## config.mk

```make
export PLATFORM = sky130hd
export DESIGN_NAME = alu_seq
export DESIGN_NICKNAME = d
export VERILOG_FILES = /design/src/rtl/alu_seq.sv
export SDC_FILE = /design/constraint.sdc
export NUM_CORES = 1
export LEC_CHECK = 0
export ABC_CLOCK_PERIOD_IN_PS = 4280
export CAP_MARGIN = 10
export CORE_AREA = 3 3 112 114
export CTS_CLUSTER_DIAMETER = 150
export DETAILED_ROUTE_END_ITERATION = 6
export DIE_AREA = 0 0 115 117
export PLACE_DENSITY = 0.92
export SKIP_LAST_GASP = 1
export SLEW_MARGIN = 10
export SYNTH_ARGS = -nofsm -noshare
export SYNTH_HDL_FRONTEND = slang
export SYNTH_SLANG_ARGS = --single-unit
```

## constraint.sdc

```tcl
create_clock -name clk -period 4.28 [get_ports clk]
set_clock_uncertainty 0.2 [all_clocks]
set_input_delay 1.284 -clock clk [delete_from_list [all_inputs] [get_ports clk]]
set_output_delay 1.284 -clock clk [all_outputs]
set_load 0.05 [all_outputs]
```

## src/rtl/alu_seq.sv

```systemverilog
// alu_seq: registered, parametrised ALU with iterative multiply/divide.
//
// One operation is accepted per in_valid/in_ready handshake and parked in an
// operand latch. On the following edge the latched op is dispatched:
//   - single-cycle ops write the result registers and pulse ack;
//   - MUL/DIV start a bit-serial engine (IDLE -> BUSY -> DONE -> IDLE).
//
// Ports:
//   clk, rst          clock (rising edge), asynchronous active-high reset
//   in_valid/in_ready request / accept (ready whenever the engine is not BUSY)
//   a, b, s           operands and 4-bit opcode
//   res, res_hi       result; res_hi = MUL high half / DIV remainder, else 0
//   carry, zero, ovf  carry/borrow/shift-out, res==0, signed overflow
//   dz                divide by zero
//   ack               one-cycle pulse when outputs are freshly valid
//
// Build option: define ALU_SAT_EN to make ADD/SUB/INC/DEC saturate to the
// signed max/min on overflow instead of wrapping.
module alu_seq #(
  parameter int WIDTH = 8,
  localparam int SHW = $clog2(WIDTH)
) (
  input  logic             clk,
  input  logic             rst,
  input  logic             in_valid,
  output logic             in_ready,
  input  logic [WIDTH-1:0] a,
  input  logic [WIDTH-1:0] b,
  input  logic [3:0]       s,
  output logic [WIDTH-1:0] res,
  output logic [WIDTH-1:0] res_hi,
  output logic             carry,
  output logic             zero,
  output logic             ovf,
  output logic             dz,
  output logic             ack
);

  localparam logic [3:0] OP_ADD = 4'h0, OP_SUB = 4'h1, OP_AND = 4'h2, OP_OR  = 4'h3,
                         OP_XOR = 4'h4, OP_NOT = 4'h5, OP_NAND = 4'h6, OP_NOR = 4'h7,
                         OP_SHL = 4'h8, OP_SHR = 4'h9, OP_SRA = 4'hA, OP_ROL = 4'hB,
                         OP_INC = 4'hC, OP_DEC = 4'hD;

  typedef enum logic [1:0] {IDLE, BUSY, DONE} state_t;

  state_t           state_reg, state_next;
  logic             lvalid_reg;
  logic [WIDTH-1:0] la_reg, lb_reg;
  logic [3:0]       ls_reg;
  logic [WIDTH-1:0] wa_reg, wb_reg, acc_hi_reg, acc_lo_reg;
  logic             is_div_reg;
  logic [SHW-1:0]   cnt_reg;

  // DONE behaves like IDLE for accepting and dispatching, which is what
  // makes the back-to-back accept in the ack cycle work.
  logic dispatch, latched_md;
  assign in_ready   = (state_reg != BUSY);
  assign latched_md = (ls_reg[3:1] == 3'b111);
  assign dispatch   = in_ready && lvalid_reg;

  // ---------------- single-cycle datapath ----------------
  logic [WIDTH-1:0] opnd_b, sc_res, rol_res;
  logic [WIDTH:0]   add_ext, sub_ext, shl_ext, shr_ext, sra_ext;
  logic [SHW-1:0]   amt;
  logic [SHW:0]     rol_back;
  logic             sc_carry, sc_ovf, add_ovf, sub_ovf;

  always_comb begin
    opnd_b   = (ls_reg == OP_INC || ls_reg == OP_DEC) ? WIDTH'(1) : lb_reg;
    amt      = lb_reg[SHW-1:0];
    add_ext  = {1'b0, la_reg} + {1'b0, opnd_b};
    sub_ext  = {1'b0, la_reg} - {1'b0, opnd_b};
    // Extra guard bit catches the last bit shifted out (0 when amt == 0).
    shl_ext  = {1'b0, la_reg} << amt;
    shr_ext  = {la_reg, 1'b0} >> amt;
    sra_ext  = $signed({la_reg, 1'b0}) >>> amt;
    rol_back = (SHW + 1)'(WIDTH) - {1'b0, amt};
    rol_res  = (la_reg << amt) | (la_reg >> rol_back);
    add_ovf  = (la_reg[WIDTH-1] == opnd_b[WIDTH-1]) && (add_ext[WIDTH-1] != la_reg[WIDTH-1]);
    sub_ovf  = (la_reg[WIDTH-1] != opnd_b[WIDTH-1]) && (sub_ext[WIDTH-1] != la_reg[WIDTH-1]);

    sc_res   = '0;
    sc_carry = 1'b0;
    sc_ovf   = 1'b0;
    case (ls_reg)
      OP_ADD, OP_INC: begin sc_res = add_ext[WIDTH-1:0]; sc_carry = add_ext[WIDTH]; sc_ovf = add_ovf; end
      OP_SUB, OP_DEC: begin sc_res = sub_ext[WIDTH-1:0]; sc_carry = sub_ext[WIDTH]; sc_ovf = sub_ovf; end
      OP_AND:  sc_res = la_reg & lb_reg;
      OP_OR:   sc_res = la_reg | lb_reg;
      OP_XOR:  sc_res = la_reg ^ lb_reg;
      OP_NOT:  sc_res = ~la_reg;
      OP_NAND: sc_res = ~(la_reg & lb_reg);
      OP_NOR:  sc_res = ~(la_reg | lb_reg);
      OP_SHL:  begin sc_res = shl_ext[WIDTH-1:0]; sc_carry = shl_ext[WIDTH]; end
      OP_SHR:  begin sc_res = shr_ext[WIDTH:1];   sc_carry = shr_ext[0]; end
      OP_SRA:  begin sc_res = sra_ext[WIDTH:1];   sc_carry = sra_ext[0]; end
      OP_ROL:  begin sc_res = rol_res; sc_carry = (amt != '0) && rol_res[0]; end
      default: ;
    endcase
`ifdef ALU_SAT_EN
    // Arithmetic overflow always takes the sign of a toward the clamp.
    if (sc_ovf)
      sc_res = la_reg[WIDTH-1] ? {1'b1, {(WIDTH-1){1'b0}}} : {1'b0, {(WIDTH-1){1'b1}}};
`endif
  end

  // ---------------- bit-serial MUL / DIV step ----------------
  // MUL: {acc_hi, acc_lo} starts as {0, b}; add a on lsb, shift right.
  // DIV: acc_lo holds the dividend/quotient, acc_hi the partial remainder.
  logic [WIDTH:0]   mul_sum, div_r2;
  logic [WIDTH-1:0] div_diff, step_hi, step_lo;
  logic             div_ge;

  always_comb begin
    mul_sum  = {1'b0, acc_hi_reg} + (acc_lo_reg[0] ? {1'b0, wa_reg} : '0);
    div_r2   = {acc_hi_reg, acc_lo_reg[WIDTH-1]};
    div_ge   = div_r2 >= {1'b0, wb_reg};
    div_diff = div_r2[WIDTH-1:0] - wb_reg;
    if (is_div_reg) begin
      step_hi = div_ge ? div_diff : div_r2[WIDTH-1:0];
      step_lo = {acc_lo_reg[WIDTH-2:0], div_ge};
    end else begin
      step_hi = mul_sum[WIDTH:1];
      step_lo = {mul_sum[0], acc_lo_reg[WIDTH-1:1]};
    end
  end

  // ---------------- FSM ----------------
  always_comb begin
    state_next = state_reg;
    case (state_reg)
      IDLE, DONE: state_next = (lvalid_reg && latched_md) ? BUSY : IDLE;
      BUSY:       state_next = (cnt_reg == '0) ? DONE : BUSY;
      default:    state_next = IDLE;
    endcase
  end

  always_ff @(posedge clk or posedge rst) begin
    if (rst) begin
      state_reg  <= IDLE;
      lvalid_reg <= 1'b0;
      la_reg     <= '0;
      lb_reg     <= '0;
      ls_reg     <= '0;
      wa_reg     <= '0;
      wb_reg     <= '0;
      acc_hi_reg <= '0;
      acc_lo_reg <= '0;
      is_div_reg <= 1'b0;
      cnt_reg    <= '0;
      res        <= '0;
      res_hi     <= '0;
      carry      <= 1'b0;
      zero       <= 1'b0;
      ovf        <= 1'b0;
      dz         <= 1'b0;
      ack        <= 1'b0;
    end else begin
      state_reg <= state_next;
      ack       <= 1'b0;

      // A new accept replaces the op being dispatched on the same edge.
      if (in_valid && in_ready) begin
        lvalid_reg <= 1'b1;
        la_reg     <= a;
        lb_reg     <= b;
        ls_reg     <= s;
      end else if (dispatch) begin
        lvalid_reg <= 1'b0;
      end

      if (dispatch) begin
        if (latched_md) begin
          is_div_reg <= ls_reg[0];
          wa_reg     <= la_reg;
          wb_reg     <= lb_reg;
          acc_hi_reg <= '0;
          acc_lo_reg <= ls_reg[0] ? la_reg : lb_reg;
          cnt_reg    <= SHW'(WIDTH - 1);
        end else begin
          res    <= sc_res;
          res_hi <= '0;
          carry  <= sc_carry;
          ovf    <= sc_ovf;
          zero   <= (sc_res == '0);
          dz     <= 1'b0;
          ack    <= 1'b1;
        end
      end

      if (state_reg == BUSY) begin
        acc_hi_reg <= step_hi;
        acc_lo_reg <= step_lo;
        cnt_reg    <= cnt_reg - 1'b1;
        if (cnt_reg == '0) begin
          ack   <= 1'b1;
          carry <= 1'b0;
          if (is_div_reg && wb_reg == '0) begin
            res    <= '1;
            res_hi <= wa_reg;
            zero   <= 1'b0;
            ovf    <= 1'b0;
            dz     <= 1'b1;
          end else begin
            res    <= step_lo;
            res_hi <= step_hi;
            zero   <= (step_lo == '0);
            ovf    <= !is_div_reg && (step_hi != '0);
            dz     <= 1'b0;
          end
        end
      end
    end
  end

endmodule
```

==> After elaboration in Yosys (flattened, before gate mapping) <==
Cells that the tools add are included.
{ "word_totals": {"reg_bits": 80, "out_inout_bits": 22} }
{ "op_classes": {"shift": 5, "muxes": 56, "add_sub_neg": 6, "bitwise_logic": 7, "n_lt_le_gt_ge": 1, "n_reduce_logical": 26, "n_eq_ne": 21} }
{ "op_table": {"columns": ["op", "count"], "rows": [
  ["$mux W8", 22],
  ["$pmux W8 S12", 1],
  ["$mux W1", 26],
  ["$eq A4 B4 Y1 const B", 6],
  ["$logic_not A8 Y1", 3],
  ["$not A8 Y8", 3],
  ["$add A8 B8 Y9", 2],
  ["$eq A4 B3 Y1 const B", 4],
  ["$or A8 B8 Y8", 2],
  ["$ge A9 B8 Y1", 1],
  ["$mux W3", 3],
  ["$shl A8 B3 Y9", 1],
  ["$shr A9 B3 Y9", 1],
  ["$sshr A9 B3 Y9", 1],
  ["$sub A8 B8 Y9", 1],
  ["$and A8 B8 Y8", 1],
  ["$eq A4 B2 Y1 const B", 2],
  ["$logic_and A1 B1 Y1", 8],
  ["$reduce_bool A8 Y1", 1],
  ["$shl A8 B3 Y8", 1],
  ["$shr A8 B4 Y8", 1],
  ["$sub A8 B8 Y8", 1],
  ["$xor A8 B8 Y8", 1],
  ["$pmux W1 S6", 1],
  ["other kinds (21)", 28]
]} }

==> Longest topological paths before layout <==
Gate-level depths: netlist of the first run.
{ "depth": {"word_depth": 11, "depth_mapped": 15, "ltp_nobuf": 14} }

==> Worst setup path before layout of the first run <==
OpenSTA, ideal clock, no wires.
{ "synth_timing": {"path_kind": "register -> register", "startpoint": "reg ls_reg[2]", "endpoint": "reg ovf", "required_ns": 3.992, "path_buffers": 3, "stages_incl_launch_ff": 15, "slack_ns": 1.036, "period_less_slack_ns": 3.244, "arrival_time_ns": 2.956, "path_cell_list": "dfrtp_1 > buf_2 > buf_4 > nand3_1 > nand2_1 > ha_1 > clkbuf_1 > a21oi_1 > a21oi_1 > a211oi_1 > o21ai_0 > xnor2_1 > o311ai_0 > o221ai_1 > a41oi_1"} }
{ "synth_via": {"elab_chain_len": 11, "word_cells_on_any_way": 22} }
{ "synth_lines": {"columns": ["item", "line", "text"], "rows": [
  ["start: declaration", "49", "logic [3:0] ls_reg;"],
  ["start signal: assignment", "167", "ls_reg <= s;"],
  ["$eq A4 B4 Y1", "69, 85", null],
  ["$logic_or A1 B1 Y1", "69", "opnd_b = (ls_reg == OP_INC || ls_reg == OP_DEC) ? WIDTH'(1) : lb_reg;"],
  ["$mux W8", "69", null],
  ["$sub A8 B8 Y9 / $add A8 B8 Y9 (equally long branches)", "72, 71", null],
  ["$ne A1 B1 Y1 (on tied branches)", "80, 79", null],
  ["$logic_and A1 B1 Y1 (on tied branches)", "80, 79", null],
  ["$pmux W1 S2", "85", "case (ls_reg)"],
  ["$mux W1 (*)", "173", "if (latched_md) begin"],
  ["$mux W1 (*)", "172", "if (dispatch) begin"],
  ["$mux W1", "195", "if (cnt_reg == '0) begin"],
  ["$mux W1 (*)", "191", "if (state_reg == BUSY) begin"],
  ["end signal: assignment", "184", "ovf <= sc_ovf;"],
  ["end signal: assignment", "208", "ovf <= !is_div_reg && (step_hi != '0);"],
  ["end: declaration", "34", "output logic ovf,"]
]} }
Mark *: on every way between the ends. The rest lies on a longest branch, timed or not.
A chain may end at the register's enable or synchronous reset.

==> Worst setup path in the final report of the first run <==
{ "layout_timing": {"startpoint": "reg ls_reg[3]", "endpoint": "reg ovf"} }
Same word-level chain as after synthesis.

==> results of run 1 <==
==> final cells by class <==
class	count	area, sq um
Multi-Input combinational cell	605	4530
Fill cell	887	3680
Sequential cell	80	2000
Timing Repair Buffer	64	603
Clock buffer	9	225
Inverter	51	193
Tap cell	143	179
Clock inverter	7	110
==> routing by layer <==
layer,track usage [%],wire (microns)
met1,43.8,8310
met5,0,0
met2,48.4,9110
met4,16.7,1200
met3,9.05,2490
==> through the flow <==
stage	hold WS (ps)	cell area, sq um
6_report	266	7840
5_1_grt	305	7840
4_1_cts	266	7840
3_5_place_dp	257	7500
3_3_place_gp	251	7500
2_1_floorplan	238	6990
==> cell families after synthesis <==
kind of cell / after synthesis / synth area share [%]
AOI/OAI and AO/OA: 222 / 20.9
xor gates and xnor gates: 26 / 3.36
adders and majority gates: 59 / 11.0
buffers and inverters: 111 / 6.67
DFF: 80 / 28.6
muxes: 76 / 13.1
and+or+nand+nor: 222 / 16.3
==> synthesized netlist by cell type (9+ instances only) <==
| cell | number |
|---|---|
| buf_2 | 16 |
| ha_1 | 55 |
| xor2_1 | 9 |
| mux4_2 | 9 |
| nor2_1 | 50 |
| and3_1 | 11 |
| xnor2_1 | 16 |
| nand2_1 | 55 |
| mux2_2 | 37 |
| o21ai_0 | 61 |
| and2_1 | 10 |
| mux2i_1 | 30 |
| dfrtp_1 | 80 |
| o211ai_1 | 17 |
| a21oi_1 | 48 |
| inv_1 | 48 |
| clkbuf_1 | 38 |
| a211oi_1 | 13 |
| nor2b_1 | 18 |
| nand3_1 | 29 |
==> final timing paths <==
check                        startpoint      endpoint  slack [ps]  cells past startpoint
setup / recovery              ls_reg[3]           ovf         570                     11
max in group asynchronous           rst     lb_reg[5]        2000                      3
setup reg to reg              ls_reg[3]           ovf         570                     11
hold reg to reg            state_reg[0]  state_reg[0]         270                      1
hold / removal             state_reg[0]  state_reg[0]         270                      1
min in group asynchronous           rst     wb_reg[0]        1180                      2
==> worst reg2reg max path: stages, from the launching register on <==
cell	delay (ps)
dfrtp_1	710
nand3_1	390
nand2_1	200
ha_1	340
a21oi_1	210
a21oi_1	110
a211oi_1	310
o21ai_0	250
xnor2_1	180
o311ai_0	360
o221ai_1	190
a41oi_1	180
==> results.sh, run 1 <==
export IMPL_path_cells="nand3_1 > nand2_1 > ha_1 > a21oi_1 > a21oi_1 > a211oi_1 > o21ai_0 > xnor2_1 > o311ai_0 > o221ai_1 > a41oi_1"
export IMPL_syn_nets=878
export IMPL_fin_cells=959
export IMPL_grt_use_total_pct=32.6
export IMPL_crit_type="reg -> reg"
export IMPL_tritoncts="yes"
export IMPL_yosys_cell_types_count=77
export IMPL_grt_pass1_vias=6379
export IMPL_grt_max_degree=45
export IMPL_synth_ff_type="dfrtp_1"
export IMPL_grt_overflow=0
export IMPL_setup_tns_ps=0
export IMPL_drive_gt1_share_pct=12.1
export IMPL_post_cts_buffers=0
export IMPL_die_width_microns=115
export IMPL_cts_hold_buf=0
export IMPL_drc=0
export IMPL_die_h_microns=117
export IMPL_ys_warn_count=0
export IMPL_synth_seq_area_share_pct=28.6
export IMPL_max_slew_margin_rel_pct=31.7
export IMPL_cp_num_buf_inv=0
export IMPL_path_common_cell="a21oi_1"
export IMPL_cp_slowest_cell="dfrtp_1"
export IMPL_hold_viol=0
export IMPL_dieArea_sq_um=13500
export IMPL_n_antenna_cell=0
export IMPL_detail_route_vias_per_cell=6.77
export IMPL_cap_viol_max_count=0
export IMPL_synth_area_leaders="dfrtp_1 29%, ha_1 9.8%, mux2_2 6.0%"
export IMPL_finalWorstSetupSlack_ps=566
export IMPL_max_freq_mhz=269
export IMPL_synth_area_sq_um=6990
export IMPL_hold_class="reg -> reg"
export IMPL_io_pin_count=45
export IMPL_cp_top_family="compound AO/OA/AOI/OAI gates"
export IMPL_design_core_area_sq_um=11500
export IMPL_cts_root_buffer_cell="clkbuf_16"
export IMPL_wire_per_inst_microns=22.0
export IMPL_cts_resized_gates=0
export IMPL_antenna_found_initial=0
export IMPL_avgSynthCellArea_sq_um=8.79
export IMPL_critPathArrivalTime_ps=3780
export IMPL_cp_end_kind="flip-flop"
export IMPL_dr_pass1_iters=6
export IMPL_rsz0062_at_grt="no"
export IMPL_dp_hpwl_microns=14900
export IMPL_worst_ep_required_time_ps=4350
export IMPL_drtAntennaViolNets=0
export IMPL_setup_viol_count_final=0
export IMPL_synth_top_area_share_pct=28.6
export IMPL_yosysTopAreaCell="dfrtp_1"
export IMPL_nets=893
export IMPL_grt_pass1_wl_microns=33800
export IMPL_ys_ff_latch=80
export IMPL_syn2layout_area_growth_pct=12.1
export IMPL_row_count=39
export IMPL_start_util_pct=60.7
export IMPL_dr_total_vias=6492
export IMPL_place_ws_ps=805
export IMPL_first_iter_violations=751
export IMPL_cts_htree_levels=3
export IMPL_status="completed"
export IMPL_async_reset_ff_share_pct=100
export IMPL_cts_sinks=80
export IMPL_final_util_pct=68.1
export IMPL_cts_buffers=9
export IMPL_mostFrequentLayoutCell="dfrtp_1"
export IMPL_routabilityCongestion=1.01
export IMPL_synth_edf_count=0
export IMPL_placed_cells=943
export IMPL_cp_start_kind="flip-flop"
export IMPL_drt_total_wl_microns=21100
export IMPL_final_period_utilization_pct=86.8
export IMPL_max_stage_delay_ps=710
export IMPL_cp_max_fo=18
export IMPL_worst_slew_pin_slew_ps=1020
export IMPL_final_cell_mix="80 x dfrtp_1, 61 x o21ai_0, 55 x nand2_1, 55 x ha_1, 50 x nor2_1"
export IMPL_clk_pin_slew_ps=70
export IMPL_io_buffers=44
export IMPL_drv_slew=0
export IMPL_syn_inst=796
export IMPL_fin_crit_ps=3710
export IMPL_clock_path_buffers=2
export IMPL_clock_latency_ps=360
Power of run 1 is not shown: default switching activity piles up to over one toggle a cycle in this logic, so the estimate is an artifact.
==> inputs of run 2 (changes only) <==
HOLD_SLACK_MARGIN = 0.02   (was unset)
==> results of run 2 <==
Same layout as run 1: the final DEF is identical, and so are final timing and power.
Power of run 2 is left out for the same reason.
